[config.mk]
export PLATFORM = sky130hd
export DESIGN_NAME = seg7_scan_controller
export DESIGN_NICKNAME = d
export VERILOG_FILES = /design/src/rtl/seg7_scan_controller.sv
export SDC_FILE = /design/constraint.sdc
export NUM_CORES = 1
export LEC_CHECK = 0
export ABC_AREA = 1
export CAP_MARGIN = 40
export CORE_ASPECT_RATIO = 2
export CORE_MARGIN = 10
export CORE_UTILIZATION = 40
export CTS_CLUSTER_DIAMETER = 120
export DETAILED_ROUTE_END_ITERATION = 8
export PLACE_DENSITY_LB_ADDON = 0.3
export SYNTH_ARGS = -nofsm -noshare
export SYNTH_HDL_FRONTEND = slang
export SYNTH_SLANG_ARGS = --single-unit
[constraint.sdc]
create_clock -name clk -period 1.57 [get_ports clk]
set_input_delay 0.2355 -clock clk [delete_from_list [all_inputs] [get_ports clk]]
set_output_delay 0.2355 -clock clk [all_outputs]
set_load 0.01 [all_outputs]
[src/rtl/seg7_scan_controller.sv]
// Multiplexed 7-segment scan controller with one shared BCD converter.
// Double-buffered digits, blanking dead-time, leading-zero suppression.
module seg7_scan_controller #(
  parameter int NUM_DIGITS   = 4,
  parameter int REFRESH_DIV  = 1000,
  parameter int BLANK_CYCLES = 2,
  parameter bit LZ_SUPPRESS  = 1'b1
) (
  input  logic                    clk,
  input  logic                    rst_n,
  input  logic                    en,
  input  logic                    load,
  input  logic [4*NUM_DIGITS-1:0] digits_in,
  output logic [3:0]              conv_code,
  input  logic [6:0]              conv_seg,
  output logic [6:0]              seg_out,
  output logic [NUM_DIGITS-1:0]   digit_en,
  output logic                    frame_done,
  output logic                    busy
);

  localparam int DW   = 4 * NUM_DIGITS;
  localparam int IW   = (NUM_DIGITS > 1) ? $clog2(NUM_DIGITS) : 1;
  localparam int CMAX = (REFRESH_DIV > BLANK_CYCLES) ?
                        REFRESH_DIV : BLANK_CYCLES;
  localparam int CW   = $clog2(CMAX + 1);

  localparam logic [IW-1:0] LAST_IDX  = IW'(NUM_DIGITS - 1);
  localparam logic [CW-1:0] BLANK_END = CW'(BLANK_CYCLES - 1);
  localparam logic [CW-1:0] SHOW_END  = CW'(REFRESH_DIV - 1);

  typedef enum logic [1:0] {
    S_IDLE  = 2'd0,
    S_BLANK = 2'd1,
    S_SHOW  = 2'd2
  } state_t;

  state_t                state_q, state_d;
  logic [IW-1:0]         idx_q, idx_d;
  logic [CW-1:0]         cnt_q, cnt_d;
  logic [DW-1:0]         active_q, active_d;
  logic [DW-1:0]         shadow_q, shadow_d;
  logic                  pending_q, pending_d;
  logic [6:0]            seg_q, seg_d;
  logic [NUM_DIGITS-1:0] den_q, den_d;
  logic                  fd_q, fd_d;

  logic [3:0]            cur_code;
  logic [NUM_DIGITS-1:0] hi_zero;
  logic                  suppress;
  logic                  last_digit;
  logic                  blank_done;
  logic                  show_done;
  logic                  wrap;

  assign cur_code   = active_q[{idx_q, 2'b00} +: 4];
  assign last_digit = (idx_q == LAST_IDX);
  assign blank_done = (cnt_q == BLANK_END);
  assign show_done  = (cnt_q == SHOW_END);

  // Frame wrap: last digit's lit slot ends while scanning stays enabled.
  assign wrap = (state_q == S_SHOW) && en && show_done && last_digit;

  // hi_zero[i] is set when digit i and every digit above it are zero.
  always_comb begin
    hi_zero = '0;
    hi_zero[NUM_DIGITS-1] = (active_q[DW-1 -: 4] == 4'd0);
    for (int i = NUM_DIGITS - 2; i >= 0; i--) begin
      hi_zero[i] = hi_zero[i+1] && (active_q[4*i +: 4] == 4'd0);
    end
  end

  assign suppress = LZ_SUPPRESS && (idx_q != '0) && hi_zero[idx_q];

  // Converter is only fed while scanning; it reads the digit in flight.
  assign conv_code = (state_q != S_IDLE) ? cur_code : 4'd0;
  assign busy      = (state_q != S_IDLE);

  assign seg_out    = seg_q;
  assign digit_en   = den_q;
  assign frame_done = fd_q;

  // Scan sequencer: blank dead-time, then lit slot, per digit.
  always_comb begin
    state_d = state_q;
    idx_d   = idx_q;
    cnt_d   = cnt_q;
    seg_d   = seg_q;
    den_d   = den_q;
    fd_d    = 1'b0;
    unique case (state_q)
      S_IDLE: begin
        seg_d = '0;
        den_d = '0;
        idx_d = '0;
        cnt_d = '0;
        if (en) begin
          state_d = S_BLANK;
        end
      end
      S_BLANK: begin
        if (!en) begin
          state_d = S_IDLE;
          seg_d   = '0;
          den_d   = '0;
          idx_d   = '0;
          cnt_d   = '0;
        end else if (blank_done) begin
          state_d = S_SHOW;
          cnt_d   = '0;
          seg_d   = suppress ? 7'd0 : conv_seg;
          den_d   = NUM_DIGITS'(1) << idx_q;
        end else begin
          cnt_d = cnt_q + 1'b1;
        end
      end
      S_SHOW: begin
        if (!en) begin
          state_d = S_IDLE;
          seg_d   = '0;
          den_d   = '0;
          idx_d   = '0;
          cnt_d   = '0;
        end else if (show_done) begin
          state_d = S_BLANK;
          cnt_d   = '0;
          seg_d   = '0;
          den_d   = '0;
          idx_d   = last_digit ? '0 : idx_q + 1'b1;
          fd_d    = last_digit;
        end else begin
          cnt_d = cnt_q + 1'b1;
        end
      end
      default: begin
        state_d = S_IDLE;
        seg_d   = '0;
        den_d   = '0;
        idx_d   = '0;
        cnt_d   = '0;
      end
    endcase
  end

  // Display buffers: new values reach the scan only at frame wrap or idle.
  always_comb begin
    active_d  = active_q;
    shadow_d  = shadow_q;
    pending_d = pending_q;
    if (state_q == S_IDLE) begin
      if (load) begin
        active_d  = digits_in;
        shadow_d  = digits_in;
        pending_d = 1'b0;
      end
    end else if (wrap) begin
      if (load) begin
        active_d  = digits_in;
        pending_d = 1'b0;
      end else if (pending_q) begin
        active_d  = shadow_q;
        pending_d = 1'b0;
      end
    end else if (load) begin
      shadow_d  = digits_in;
      pending_d = 1'b1;
    end
  end

  // State and output registers with synchronous active-low reset.
  always_ff @(posedge clk) begin
    if (!rst_n) begin
      state_q   <= S_IDLE;
      idx_q     <= '0;
      cnt_q     <= '0;
      active_q  <= '0;
      shadow_q  <= '0;
      pending_q <= 1'b0;
      seg_q     <= '0;
      den_q     <= '0;
      fd_q      <= 1'b0;
    end else begin
      state_q   <= state_d;
      idx_q     <= idx_d;
      cnt_q     <= cnt_d;
      active_q  <= active_d;
      shadow_q  <= shadow_d;
      pending_q <= pending_d;
      seg_q     <= seg_d;
      den_q     <= den_d;
      fd_q      <= fd_d;
    end
  end

endmodule
# [After elaboration in Yosys (flattened, before gate mapping)]
# Cells that the tools add are included.
[totals] ff_bits=59 output_inout_bits=17
[op_classes] addsub=2 magnitude_cmp=1 eq_ne=12 shifts=2 mux=42 reduce_logical=22
[ops] cell="$mux 16" n=8
[ops] cell="$mux 10" n=4
[ops] cell="$mux 7" n=5
[ops] cell="$mux 4" n=5
[ops] cell="$pmux 10 s2" n=1
[ops] cell="$mux 2" n=9
[ops] cell="$logic_not 4->1" n=4
[ops] cell="$shiftx 16x5->4" n=1
[ops] cell="$pmux 7 s2" n=1
[ops] cell="$add 10x1->10 const B" n=1
[ops] cell="$eq 10x1->1 const B" n=1
[ops] cell="$eq 10x10->1 const B" n=1
[ops] cell="$ne 3x3->1 const B" n=3
[ops] cell="$pmux 4 s2" n=1
[ops] cell="$reduce_bool 2->1" n=4
[ops] cell="$logic_and 1x1->1" n=7
[ops] cell="$ne 2x2->1 const B" n=3
[ops] cell="$pmux 2 s3" n=1
[ops] cell="$reduce_and 2->1" n=3
[ops] cell="$reduce_and 3->1" n=2
[ops] cell="$mux 1" n=5
[ops] cell="$eq 2x2->1 const B" n=2
[ops] cell="$pmux 2 s2" n=1
[ops] cell="$reduce_and 4->1" n=1
[ops] cell="7 further kinds" n=7

# [Logic depth before layout (Yosys ltp)]
[logic_depth] depth_word=11 depth_mapped=11 depth_no_buf=10

# [Worst setup path before layout]
# Ideal clock, no wire load.
[synth_timing] path_kind="reg2reg" from="register idx_q[0]" to="register seg_q[0], in the netlist seg_out[0]" setup_ns=0.128 arrival_time_ns=1.579 slack_ns=-0.137 path_stages_with_launch=12 synth_period_minus_slack_ns=1.707 path_cell_list="dfxtp_1 > inv_1 > clkbuf_1 > ha_1 > nor2_1 > nand2_1 > nor2_1 > nand2_1 > a21oi_1 > nor2_1 > nor2_1 > nor2_1"
[synth_between] elab_chain_cells=7 elab_cells_between_ends=8
[synth_rtl] item="start: declaration" line_no="39" text="logic [IW-1:0] idx_q, idx_d;"
[synth_rtl] item="start signal: assignment" line_no="184" text="idx_q <= idx_d;"
[synth_rtl] item="$bmux 1 s2" line_no="73" text="assign suppress = LZ_SUPPRESS && (idx_q != '0) && hi_zero[idx_q];"
[synth_rtl] item="$mux 1 (implied by the code)" line_no="73"
[synth_rtl] item="$logic_and 1x1->1 *" line_no="73"
[synth_rtl] item="$mux 7 *" line_no="111" text="seg_d = suppress ? 7'd0 : conv_seg;"
[synth_rtl] item="$mux 7 *" line_no="108" text="end else if (blank_done) begin"
[synth_rtl] item="$mux 7 *" line_no="102" text="if (!en) begin"
[synth_rtl] item="$pmux 7 s2 *" line_no="91" text="unique case (state_q)"
[synth_rtl] item="end signal: assignment" line_no="189" text="seg_q <= seg_d;"
[synth_rtl] item="end: declaration" line_no="44" text="logic [6:0] seg_q, seg_d;"
# Mark *: on every way between the ends. The rest lies on a longest branch, timed or not. The select of a mux whose other input is x is not followed.
# A chain may end at the register's enable or synchronous reset.

# [Worst setup path after layout]
[layout_timing] from="register idx_q[0]" to="output conv_code[0]"
[layout_between] elab_chain_cells=2
[layout_rtl] item="$shiftx 16x5->4" line_no="56" text="assign cur_code = active_q[{idx_q, 2'b00} +: 4];"
[layout_rtl] item="$mux 4" line_no="76" text="assign conv_code = (state_q != S_IDLE) ? cur_code : 4'd0;"
[layout_rtl] item="end: declaration" line_no="14" text="output logic [3:0] conv_code,"
# Every way passes these cells.

==> impl_results.md <==
- Outcome: finished, violations left
- Failing checks: negative setup slack
- Final WS setup: -0.05897 ns
- Total grt overflow: 0
- Worst Path Arrival: between 1 and 1.5 ns
- Dpl hpwl: 6.253 mm
- VDD IR max: approximately 780 uV
- Fmax: a little over 600 MHz
- Post-synth EDFFs: 0
- Clock Latency Late Sink: ~0.33 ns
- Initial core utilization: approximately 41%
- Critical path, cell by cell: buf_6, a21oi_2, o21ai_1, a21oi_1, buf_2
- Mux contribution to synthesized area: around 1.6%
- Largest net degree at the start of global routing: 33
- Clock sink total: a little under 60
- Avg WL per Cell: approximately 14 um
- Initial antenna violation count: 0
- Post-Synth Simple-Gate Area: slightly below 30%
- Tightest Pin Transition: approximately 0.33 ns
- Post-synth top area cell: dfxtp_1
- Clock transition at path regs: 0.05 ns
- Diode count: 0
- Total number of vias: between 3000 and 4000
- # IOs: 44
- Post-Syn Area: between 0.003 and 0.004 sq mm
- CP Launch Type: register
- Setup Viol. Count Final: 12
- Final hold vios: 0
- Pre-antenna DRT Iters: 4
- Layout Nets: around 580
- CTS buffer count: 9
- Syn_nets: between 400 and 500
- Worst r2r path cells: 11
- XOR/XNOR Fraction of Synth Area: 1.096%
- Slowest CP cell: dfxtp_4
- Overall Global Routing Usage: a little over an eighth
- CTS tree: done
- Adder-cell share of the synthesized area: a little under 4%
- Vert. Die Dim: 146.4 um
- GPL Wtd Cong: about 0.86
- Total power: around 7 mW
- Top-area cell type share of the netlist area: a little under two fifths
- Pins over their slew limit: 0
- Final period demand of the worst path: roughly 1.6 ns
- Non-filler cells, final: 646
- DRC: 0
- Cells after Synth: 444
- Drt via density: between 4 and 5
- Die area: roughly 0.012 sq mm
- Row cnt: 46
- Fill cells: 668
- Global-route wire length before repair: between 10 and 15 mm
- Final setup TNS: -0.2340 ns
- Lkg Pwr: between 2 and 2.5 nW
- Max cap viols: 0
- Seq/Total Area, Yosys: approximately 37%
- Synth top cells by count: 75 x nand2_1, 61 x nor2_1, 59 x dfxtp_1, 54 x o21ai_0, 48 x a21oi_1
- Worst Path Max Fanout: 8
- Synth Warn #: 0
- Synthesized area per cell: approximately 7.2 sq um
- Inst Count DP: approximately 620
- Area Overhead vs Synth: 49.88%
- Antenna-violating nets left: 0
- Clk root buf: clkbuf_16
- Clock tree buffer depth: 2
- Core area: ~0.0079 sq mm
- Placed inst area: around 0.0041 sq mm
- Hold Path Depth: 2
- Largest family of logic cells by synthesized area: simple AND/OR/NAND/NOR gates
- CP Class: register to output pin
- Post-Route WL: between 8 and 9 mm
- Pwr dens: between 1000 and 1500 mW/mm^2
- Async SR Flop Fraction: 0%
- Final Cell Area: 0.004790 sq mm
- Worst rel slew slack: just under 80%
- Layout cell share with drive strength beyond 1: approximately 29%
- Port buffer count: 43
- Die width: 83.20 um
- Worst Path Required: 1.33 ns
- CP peak stage delay: 0.36 ns
- Via count of the first global-routing pass: approximately 3200
- Initial DRC Count: approximately 130
- Clk_skew: roughly 0.0043 ns
- Most common cell in the netlist: nand2_1
- H-tree depth reported by CTS: 3
- RSZ-0062 raised after global routing: true
- Synth Area in Compound Gates: 18.40%
- Worst hold path type: register to register
- Top post-synthesis cells by area: dfxtp_1 37%, nand2_1 8.8%, o21ai_0 8.5%
- Synth Register Bits: slightly below 60
- Tcrit/Tclk final: 103.8%
- Count of cell types in the netlist: 30
- Crit path capture type: output pin
- Ys flop type: dfxtp_1
metal layers:
metal	GRT usage [%]	share of wire, %	vias up
li1	-	-	1656
met1	12.65	37	1482
met2	25.93	57	63
met3	3.955	3.7	14
met4	6.507	2.4	0
met5	0	0	-
kinds of logic (layout without fill, tap and decap cells):
group / count (synthesis) / count (layout)
AOI/OAI and AO/OA: 110 / 110
xor gates and xnor gates: 4 / 4
adders and majority gates: 10 / 10
buffers and inverters: 67 / 172
DFF: 59 / 59
muxes: 5 / 5
and+or+nand+nor: 189 / 190
registers in the layout, indices dropped and copies added, names as in the netlist:
| signal | count |
|---|---|
| state_q | 2 |
| frame_done | 1 |
| cnt_q | 10 |
| digit_en | 4 |
| active_q | 16 |
| shadow_q | 16 |
| seg_out | 7 |
| pending_q | 1 |
| idx_q | 2 |
critical path, delay by kind of cell (launching register included):
kind / cells / cell delay [ns]
flip-flops: 1 / 0.36
buffers and inverters: 2 / 0.30
AO/OA/AOI/OAI: 3 / 0.40
cells in the final DEF (no fill, tap or decap), drive strengths merged:
cell type / Yosys / layout
nand4: 9 / 9
nor4: 1 / 1
xnor2: 1 / 1
bufinv: 0 / 2
or2: 1 / 1
mux2i: 5 / 5
clkinvlp: 0 / 1
ha: 10 / 10
clkinv: 0 / 1
clkdlybuf4s50: 0 / 38
dfxtp: 59 / 59
nand3: 23 / 24
inv: 44 / 44
nor2: 65 / 65
nand2: 82 / 82
clkbuf: 10 / 13
a21oi: 55 / 55
nor3: 8 / 8
xor2: 3 / 3
o21ai: 55 / 55
buf: 13 / 73
final timing paths:
path / from / to / slack, ns
worst max register to register: idx_q[0]$_SDFFE_PN0P_ / seg_out[4]$_SDFFE_PN0P_ / -0.04
worst min-delay path: digit_en[1]$_SDFFE_PN0P_ / digit_en[1]$_SDFFE_PN0P_ / 0.47
worst max-delay path: idx_q[0]$_SDFFE_PN0P_ / conv_code[0] / -0.06
worst min register to register: digit_en[1]$_SDFFE_PN0P_ / digit_en[1]$_SDFFE_PN0P_ / 0.47
stage by stage:
| stage | setup WS, ns | hold slack (ns) | util, % |
|---|---|---|---|
| floorplan | 0.003603 | 0.4291 | - |
| global placement | -0.2115 | 0.4535 | 52.36 |
| detailed placement | -0.2465 | 0.4597 | 52.36 |
| CTS | -0.04231 | 0.4680 | 57.81 |
| global route | -0.1010 | 0.4882 | 60.74 |
| finish | -0.05897 | 0.4687 | 60.74 |
what timing repair did:
| item | in CTS | in global routing |
|---|---|---|
| buffers inserted | 3 | 3 |
| resized for setup | 55 | 43 |
| hold buffers | 0 | 0 |
| endpoints found under the setup margin | 51 | 61 |
| endpoints found under the hold margin | 0 | 0 |
| pin swaps | 20 | 24 |
| gates cloned | 0 | 3 |
layout make-up:
type	instances	area, sq um	share of cell area (%)
sequential	59	1194	24.92
multi-input combinational	319	1933	40.36
clock buffer	12	256.5	5.355
inverter	44	172.7	3.605
tap	96	120.1	2.508
clock inverter	4	72.57	1.515
timing repair buffer	112	1041	21.73
report_power, final:
part	leakage [nW]	switching, mW	internal, mW
sequential	0.486	0.122	1.71
clock	0.159	0.674	1.47
combinational	1.41	1.59	1.38
(Power assumes the default switching activity.)
